**src/rtl/isq_pkg.sv**
```systemverilog
// rtl/isq_pkg.sv - shared sizing and bit-vector helpers for the issue queue scheduler
package isq_pkg;

    localparam int ISQ_DEPTH = 8;
    localparam int ISQ_IDX_W = $clog2(ISQ_DEPTH);

    // Index of the lowest set bit; 0 when the vector is empty.
    function automatic logic [4:0] isq_ffs(input logic [31:0] vec);
        logic [4:0] idx;
        idx = '0;
        for (int i = 31; i >= 0; i--) begin
            if (vec[i]) idx = 5'(i);
        end
        return idx;
    endfunction

    function automatic logic [4:0] isq_oh_to_idx(input logic [31:0] vec);
        logic [4:0] idx;
        idx = '0;
        for (int i = 0; i < 32; i++) begin
            if (vec[i]) idx = idx | 5'(i);
        end
        return idx;
    endfunction

endpackage

```
**src/rtl/isq_age_matrix.sv**
```systemverilog
// rtl/isq_age_matrix.sv - relative-age flops and oldest-ready grant for the issue queue
module isq_age_matrix
    import isq_pkg::*;
#(
    parameter int DEPTH = ISQ_DEPTH
) (
    input  logic             clock,
    input  logic             reset_n,
    input  logic             flush,
    input  logic [DEPTH-1:0] alloc_oh,
    input  logic [DEPTH-1:0] free_oh,
    input  logic [DEPTH-1:0] occupied,
    input  logic [DEPTH-1:0] rdy,
    output logic [DEPTH-1:0] grant
);

    // age[i][j] set means slot i entered the queue before slot j
    logic [DEPTH-1:0][DEPTH-1:0] age;

    always_ff @(posedge clock or negedge reset_n) begin
        if (!reset_n) begin
            age <= '0;
        end else if (flush) begin
            age <= '0;
        end else begin
            for (int i = 0; i < DEPTH; i++) begin
                for (int j = 0; j < DEPTH; j++) begin
                    if (free_oh[i] || free_oh[j]) begin
                        age[i][j] <= 1'b0;
                    end else if (alloc_oh[i]) begin
                        age[i][j] <= 1'b0;
                    end else if (alloc_oh[j]) begin
                        age[i][j] <= occupied[i];
                    end
                end
            end
        end
    end

    for (genvar i = 0; i < DEPTH; i++) begin : g_pick
        logic [DEPTH-1:0] older;
        for (genvar j = 0; j < DEPTH; j++) begin : g_col
            assign older[j] = age[j][i];
        end
        assign grant[i] = rdy[i] & ~|(rdy & older);
    end

endmodule

```
**src/rtl/isq_sched_ctrl.sv**
```systemverilog
// rtl/isq_sched_ctrl.sv - slot allocation, oldest-first issue select and occupancy for one issue queue
module isq_sched_ctrl
    import isq_pkg::*;
#(
    parameter int DEPTH = ISQ_DEPTH,
    parameter int IDX_W = $clog2(DEPTH)
) (
    input  logic             clock,
    input  logic             reset_n,
    input  logic             flush,
    input  logic             enq_valid,
    output logic             enq_ready,
    output logic [IDX_W-1:0] enq_idx,
    output logic [DEPTH-1:0] entry_wr_en,
    output logic [DEPTH-1:0] entry_clear,
    input  logic [DEPTH-1:0] entry_valid,
    input  logic [DEPTH-1:0] entry_rdy,
    output logic             issue_valid,
    input  logic             issue_ready,
    output logic [IDX_W-1:0] issue_idx,
    output logic [IDX_W:0]   count,
    output logic             full,
    output logic             empty
);

    localparam logic [IDX_W:0] DEPTH_CNT = (IDX_W+1)'(DEPTH);

    logic [DEPTH-1:0] pending_wr;
    logic [DEPTH-1:0] occupied;
    logic [DEPTH-1:0] free_vec;
    logic [DEPTH-1:0] alloc_oh;
    logic [DEPTH-1:0] issue_oh;
    logic [DEPTH-1:0] grant;
    logic [IDX_W-1:0] cand_idx;
    logic [IDX_W-1:0] locked_idx;
    logic             lock;
    logic             enq_fire;
    logic             issue_fire;

    // A slot written last cycle has not raised valid_out yet, so it is still treated as taken.
    assign occupied  = entry_valid | pending_wr;
    assign free_vec  = ~occupied;
    assign enq_ready = (|free_vec) & ~flush;
    assign enq_idx   = IDX_W'(isq_ffs(32'(free_vec)));
    assign enq_fire  = enq_valid & enq_ready;
    assign alloc_oh  = enq_fire ? (DEPTH'(1) << enq_idx) : '0;
    assign entry_wr_en = alloc_oh;

    isq_age_matrix #(.DEPTH(DEPTH)) u_age (
        .clock    (clock),
        .reset_n  (reset_n),
        .flush    (flush),
        .alloc_oh (alloc_oh),
        .free_oh  (issue_oh),
        .occupied (occupied),
        .rdy      (entry_rdy),
        .grant    (grant)
    );

    // Once offered, the slot is held until accepted so the issue port sees a stable index.
    assign cand_idx    = IDX_W'(isq_oh_to_idx(32'(grant)));
    assign issue_valid = ~flush & (lock | (|grant));
    assign issue_idx   = lock ? locked_idx : cand_idx;
    assign issue_fire  = issue_valid & issue_ready;
    assign issue_oh    = issue_fire ? (DEPTH'(1) << issue_idx) : '0;
    assign entry_clear = flush ? '1 : issue_oh;

    always_ff @(posedge clock or negedge reset_n) begin
        if (!reset_n) begin
            pending_wr <= '0;
            lock       <= 1'b0;
            locked_idx <= '0;
            count      <= '0;
        end else if (flush) begin
            pending_wr <= '0;
            lock       <= 1'b0;
            count      <= '0;
        end else begin
            pending_wr <= alloc_oh;
            if (issue_fire) begin
                lock <= 1'b0;
            end else if (issue_valid) begin
                lock       <= 1'b1;
                locked_idx <= issue_idx;
            end
            case ({enq_fire, issue_fire})
                2'b10:   count <= count + 1'b1;
                2'b01:   count <= count - 1'b1;
                default: count <= count;
            endcase
        end
    end

    assign full  = (count == DEPTH_CNT);
    assign empty = (count == '0);

    a_no_enq_when_full: assert property (@(posedge clock) disable iff (!reset_n) !(enq_fire && full));
    a_no_issue_when_empty: assert property (@(posedge clock) disable iff (!reset_n) !(issue_fire && empty));

endmodule

```
**config.mk**
```make
export PLATFORM = sky130hd
export DESIGN_NAME = isq_sched_ctrl
export DESIGN_NICKNAME = d
export VERILOG_FILES = /design/src/rtl/isq_pkg.sv /design/src/rtl/isq_age_matrix.sv /design/src/rtl/isq_sched_ctrl.sv
export SDC_FILE = /design/constraint.sdc
export NUM_CORES = 1
export LEC_CHECK = 0
export BUFFER_PORTS_ARGS = -buffer_cell sky130_fd_sc_hd__buf_2
export CAP_MARGIN = 15
export CORE_MARGIN = 4
export CORE_UTILIZATION = 40
export CTS_CLUSTER_DIAMETER = 50
export DETAILED_ROUTE_END_ITERATION = 6
export GPL_ROUTABILITY_DRIVEN = 0
export PLACE_DENSITY_LB_ADDON = 0.25
export RECOVER_POWER = 100
export SYNTH_ARGS = -nofsm -noshare
export SYNTH_HDL_FRONTEND = slang
export SYNTH_SLANG_ARGS = --single-unit
```
**constraint.sdc**
```tcl
create_clock -name clock -period 3.1 [get_ports clock]
set_input_delay 0.31 -clock clock [delete_from_list [all_inputs] [get_ports clock]]
set_output_delay 0.31 -clock clock [all_outputs]
set_load 0.02 [all_outputs]
```
==> results.toml, run 1 <==
[synthesis]
synthesis.instances = 425
synth_top_flop_cell = "dfrtp_1"
syn-num-nets = 449
synth_edf_count = 0
yosys_warnings = 0
ys_ff_latch = 72
syn_avg_cell_area_sq_um = 9.244
syn_area_sq_um = 3929
synth_cell_types = 62
synth.yosys.seq_area_share = 0.4586
async_reset_ff_frac = 1.000

[floorplan]
start_util = 0.4173
die_h_microns = 107.1
rows = 35
fp.coreArea_sq_um = 9415
num_io_pins = 51
die_area_sq_um = 11470
die_w_microns = 107.1

[timing]
drv_slew = 33
fmax_mhz = 336.5
rsz0062_at_grt = "no"
final.setup.tns_ns = 0
post-route-period-util = 0.9586
worst_slew_pin_slew_ns = 1.758
finClkSkew_ns = 0.006552
relSlewSlack = -0.1718
setup_violations = 0
hold_viol = 0
min_period_ns = 2.972

[placed_design]
placed_cells = 606
hpwl_mm = 9.977
io_buffers = 50

[routing]
drc = 0
viasPerCell = 5.942
routed_wl_mm = 13.30
dr_total_vias = 3696
detail_route.first_pass.iterations = 5
first_iter_violations = 345
ant_nets = 0
routedWlPerCell_microns = 21.38

[worst_setup_path]
crit_path_start = "u_age.age[26]$_DFFE_PN0P_"
endpoint_kind = "output pin"
critical_path.cell_chain = "a22o_1 -> a221oi_1 -> and4_1 -> nor4_4 -> mux2_4 -> inv_2 -> nand2_1 -> nor2_4 -> or2_1 -> clkbuf_2"
cp-start-kind = "flop"
rr_worst_depth = 14
crit_fanout = 13
slowest_delay_ns = 0.42
worstSetupPathType = "flop to output pin"
crit_arrival_ns = 2.66
required_ns = 2.79
slowest_stage = "dfrtp_1"
reg2reg_from = "u_age.age[26]$_DFFE_PN0P_"

[run]
cap_violations = 1

[global_routing]
grt_max_degree = 42
grt_pass1_vias = 3685
groute.usage.overall = 0.2395
grt_pass1_wl_mm = 20.90
globalRoute.totalOverflow = 0
antenna_found_initial = 0

[worst_hold_path]
whs_path_depth = 2
hold_class = "input port to flop"
min_from = "entry_valid[1]"

[layout]
stdcell_count = 622
layout.nets = 512
utilization = 0.4839
final_cell_mix = "nor2_1, dfrtp_1, a21oi_1, nand2_1, clkbuf_1"
diodes = 0
drive_gt1_frac = 0.2028
syn_to_final_growth_pct = 15.96
layout_commonest_cell = "nor2_1"

[clock_network]
cts_setup_buffers = 0
cts_hold_buffers = 0
cts_tree = "yes"
numCtsBuffers = 9
cts_buffer_depth = 2
clock_latency_ns = 0.35
htreeDepth = 3
clkSinkCount = 72
clkTransAtPathRegs_ns = 0.08
root_buffer = "clkbuf_8"

[power]
p_leak_nw = 1.987
ir_worst_vdd_v = 0.0002289
switchingPower_mw = 0.6265
pwr-share-clk = 0.378
p_int_mw = 1.555
combPwrFrac = 0.165
p_sw_frac = 0.2872
p_seq_frac = 0.457
power.density_nw_per_um2 = 478.8

[outcome]
violations = "capacitance limit, slew limit"
status = "finished with violations"
## cells in the mapped netlist (7+ instances only)
| cell type | count | area (sq um) |
|---|---|---|
| a22oi_1 | 13 | 97.59 |
| buf_2 | 11 | 55.05 |
| a2111oi_2 | 7 | 105.1 |
| nor3_1 | 24 | 120.1 |
| clkbuf_1 | 10 | 37.54 |
| nand2_1 | 34 | 127.6 |
| a21oi_1 | 42 | 210.2 |
| nor3b_1 | 7 | 52.55 |
| dfrtp_1 | 72 | 1802 |
| o21ai_0 | 14 | 70.07 |
| nor4_1 | 8 | 50.05 |
| nor2_1 | 78 | 292.8 |
## flip-flops by register name (all words and copies together), names as in the netlist
name        flops
u_age.age      56
pending_wr      8
lock            1
locked_idx      3
count           4
## stage by stage
stage / hold slack [ns] / worst slack [ns] / cell area, sq um / power [mW]
finish: 0.1867 / 0.1283 / 4556 / 2.181
detailed placement: 0.4274 / 0.03317 / 4432 / 1.384
floorplan: 0.01441 / 0.03533 / 3929 / 1.238
global route: 0.1757 / 0.01627 / 4556 / 2.273
global placement: 0.4250 / 0.1806 / 4432 / 1.378
CTS: 0.03955 / 0.06833 / 4646 / 2.215
## final cells by class
| type | count | area (sq um) |
|---|---|---|
| Inverter | 6 | 22.52 |
| Clock inverter | 3 | 65.06 |
| Fill cell | 944 | 4860 |
| Tap cell | 129 | 161.4 |
| Sequential cell | 72 | 1802 |
| Timing Repair Buffer | 76 | 392.9 |
| Clock buffer | 13 | 148.9 |
| Multi-Input combinational cell | 323 | 1963 |
## repair_timing
action | 4_1_cts | 5_1_grt
hold endpoints to repair | 0 | 0
gates resized for setup | 0 | 5
endpoints found under the setup margin | 0 | 5
## power groups by stage
stage / clock network [mW] / logic, mW / registers [mW]
floorplan: 0 / 0.227 / 1.01
global placement: 0 / 0.367 / 1.01
detailed placement: 0 / 0.372 / 1.01
CTS: 0.847 / 0.373 / 0.995
global route: 0.884 / 0.390 / 0.998
finish: 0.824 / 0.361 / 0.996
## critical path: cells and delay by family (launching register included)
kind	cells	cell delay [ns]
buf+inv	2	0.26
simple gates	5	0.80
mux	1	0.36
compound gates	2	0.45
flops	1	0.42
## worst paths after layout
path	end	slack [ns]
max	entry_clear[6]	0.13
min	pending_wr[1]$_DFF_PN0_	0.19
max in group asynchronous	u_age.age[31]$_DFFE_PN0P_	0.87
min in group asynchronous	pending_wr[0]$_DFF_PN0_	0.41
min reg2reg	u_age.age[7]$_DFFE_PN0P_	0.53
max reg2reg	count[3]$_DFFE_PN0P_	0.23
## layer usage
layer  share of wire  track usage  up-vias
met5               0            0        -
met4           0.039      0.09680        0
met3            0.11      0.06081       38
met2            0.44       0.3633      247
met1            0.41       0.3263     1759
li1                -            -     1652
## kinds of logic (layout without fill, tap and decap cells)
logic type      count (synthesis)  in the layout  synth area share
xor+xnor                        6              6           0.01338
simple gates                  193            193            0.2417
flops                          72             72            0.4586
buf+inv                        30             98           0.03694
compound gates                115            115            0.2207
fa+ha+maj                       3              3           0.01146
mux                             6              6           0.01720
(Power assumes the default switching activity.)
==> inputs of run 2 (changes only) <==
--- a/config.mk
+++ b/config.mk
@@ -7,12 +7,12 @@
 export LEC_CHECK = 0
 export BUFFER_PORTS_ARGS = -buffer_cell sky130_fd_sc_hd__buf_2
 export CAP_MARGIN = 15
-export CORE_MARGIN = 4
+export CORE_ASPECT_RATIO = 1.25
+export CORE_MARGIN = 1.5
 export CORE_UTILIZATION = 40
 export CTS_CLUSTER_DIAMETER = 50
 export DETAILED_ROUTE_END_ITERATION = 6
 export GPL_ROUTABILITY_DRIVEN = 0
-export PLACE_DENSITY_LB_ADDON = 0.25
 export RECOVER_POWER = 100
 export SYNTH_ARGS = -nofsm -noshare
 export SYNTH_HDL_FRONTEND = slang
==> results.toml, run 2 (same netlist as run 1, synthesis figures left out) <==
[worst_setup_path]
cp-start-kind = "flop"
path_buf_inv = 2
cp_top_family = "simple AND/OR/NAND/NOR gates"
critical_path.cell_chain = "a22o_1 -> a221oi_1 -> and4_2 -> nor4_4 -> mux2_4 -> inv_4 -> nand2_1 -> nor2_4 -> or2_1 -> clkbuf_2"
reg2reg_setup_slack_ns = 0.21
rr_worst_depth = 14
slowest_stage = "dfrtp_1"
slowest_delay_ns = 0.40
cp.depth = 10
reg2reg_from = "u_age.age[3]$_DFFE_PN0P_"
crit_path_start = "u_age.age[3]$_DFFE_PN0P_"
crit_arrival_ns = 2.68
endpoint_kind = "output pin"
crit_fanout = 10
required_ns = 2.79
timing.rr.end = "count[3]$_DFFE_PN0P_"
endpoint = "entry_clear[6]"
worstSetupPathType = "flop to output pin"

[layout]
drive_gt1_frac = 0.2000
seq_area_sq_um = 1802
regMostFlops = "u_age.age"
stdcell_count = 621
multi_input_area_sq_um = 1941
final_cell_mix = "nor2_1, dfrtp_1, a21oi_1, nand2_1"
utilization = 0.4843
layout.nets = 514
diodes = 0
fill_cells = 944
layout_commonest_cell = "nor2_1"
largest_register_ffs = 56
syn_to_final_growth_pct = 17.83
largestRegisters = "u_age.age (56), pending_wr (8), count (4)"

[routing]
routedWlPerCell_microns = 21.09
routed_wl_mm = 13.09
drc = 0
ant_nets = 0
dr_total_vias = 3648
detail_route.first_pass.iterations = 5
viasPerCell = 5.874
first_iter_violations = 428

[power]
power.density_nw_per_um2 = 525.0
pwr-share-clk = 0.443
switchingPower_mw = 0.6872
p_sw_frac = 0.2827
ir_worst_vdd_v = 0.0003048
combPwrFrac = 0.147
p_seq_frac = 0.410
p_leak_nw = 2.035
p_int_mw = 1.743

[worst_hold_path]
min_from = "entry_valid[1]"
hold_class = "input port to flop"

[global_routing]
grt_pass1_vias = 3505
groute.usage.overall = 0.2670
grt_max_degree = 35
antenna_found_initial = 0
globalRoute.totalOverflow = 0
grt_pass1_wl_mm = 20.58

[clock_network]
htreeDepth = 3
numCtsBuffers = 9
clock_latency_ns = 0.35
cts_setup_buffers = 0
clkTransAtPathRegs_ns = 0.06
clkSinkCount = 72
cts_tree = "yes"
root_buffer = "clkbuf_16"
cts_buffer_depth = 2

[run]
cap_violations = 0

[timing]
hold_viol = 0
final.setup.tns_ns = 0
setup_violations = 0
post-route-period-util = 0.9631
min_period_ns = 2.986
rsz0062_at_grt = "no"
drv_slew = 0
relSlewSlack = 0.05527
worst_slew_pin_slew_ns = 1.417
fmax_mhz = 334.9
finClkSkew_ns = 0.006005

[floorplan]
num_io_pins = 51
die_w_microns = 91.64
rows = 40
die_h_microns = 113.8
die_area_sq_um = 10430
fp.coreArea_sq_um = 9559
start_util = 0.4110

[placed_design]
hpwl_mm = 9.701
io_buffers = 50
placed_cells = 604

[outcome]
status = "complete, no violations"
## run 2: cell count changes in the layout (fill, tap and decap cells not counted), sizes merged
cell         previous run  this run
clkinvlp                0         2
clkbuf                 46        47
dlygate4sd3             0         1
clkinv                  1         2
buf                    43        41
bufinv                  2         1
## run 2: area by class of cell
cell class              count  area share
clock buffers              11     0.05459
clock inverters             5     0.01189
flip-flops and latches     72      0.3892
repair buffers             78     0.08568
well taps                 126     0.03405
inverters                   6    0.005405
multi-input cells         323      0.4192
## run 2: per-layer routing
layer / global-route usage / wire (microns) / up-vias / part of all wire
li1: - / - / 1656 / -
met1: 0.3552 / 5520 / 1759 / 0.42
met2: 0.4264 / 6223 / 191 / 0.48
met3: 0.03400 / 814 / 42 / 0.062
met4: 0.1396 / 536 / 0 / 0.041
met5: 0 / 0 / - / 0
## run 2: timing repair
action / 4_1_cts / 5_1_grt
endpoints found under the hold margin: 12 / 0
setup endpoints to repair: 0 / 4
resized for setup: 0 / 3
hold buffers: 1 / 0
## run 2: metrics by stage
stage	total power [mW]	cell area, sq um	hold WS (ns)	worst slack (ns)
after floorplan	1.238	3929	0.01441	0.03533
after global placement	1.376	4428	0.2246	0.2924
final	2.431	4629	0.1805	0.1143
after CTS	2.449	4746	0.1797	0.02230
after detailed placement	1.381	4428	0.2311	0.2149
after global routing	2.515	4629	0.1953	0.007482
## run 2: worst min-delay path by stage
stage | slack, ns | cells after the start | endpoint
after floorplan | 0.01 | 0 | count[0]$_DFFE_PN0P_
after global placement | 0.22 | 1 | count[2]$_DFFE_PN0P_
after detailed placement | 0.23 | 1 | count[2]$_DFFE_PN0P_
after CTS | 0.18 | 2 | pending_wr[1]$_DFF_PN0_
after global routing | 0.20 | 2 | pending_wr[1]$_DFF_PN0_
final | 0.18 | 2 | pending_wr[1]$_DFF_PN0_
## run 2: power by group through the flow
stage | logic [mW] | clock network [mW] | registers, mW
floorplan | 0.227 | 0 | 1.01
global placement | 0.365 | 0 | 1.01
detailed placement | 0.370 | 0 | 1.01
CTS | 0.371 | 1.08 | 0.995
global route | 0.388 | 1.13 | 0.999
finish | 0.356 | 1.08 | 0.997
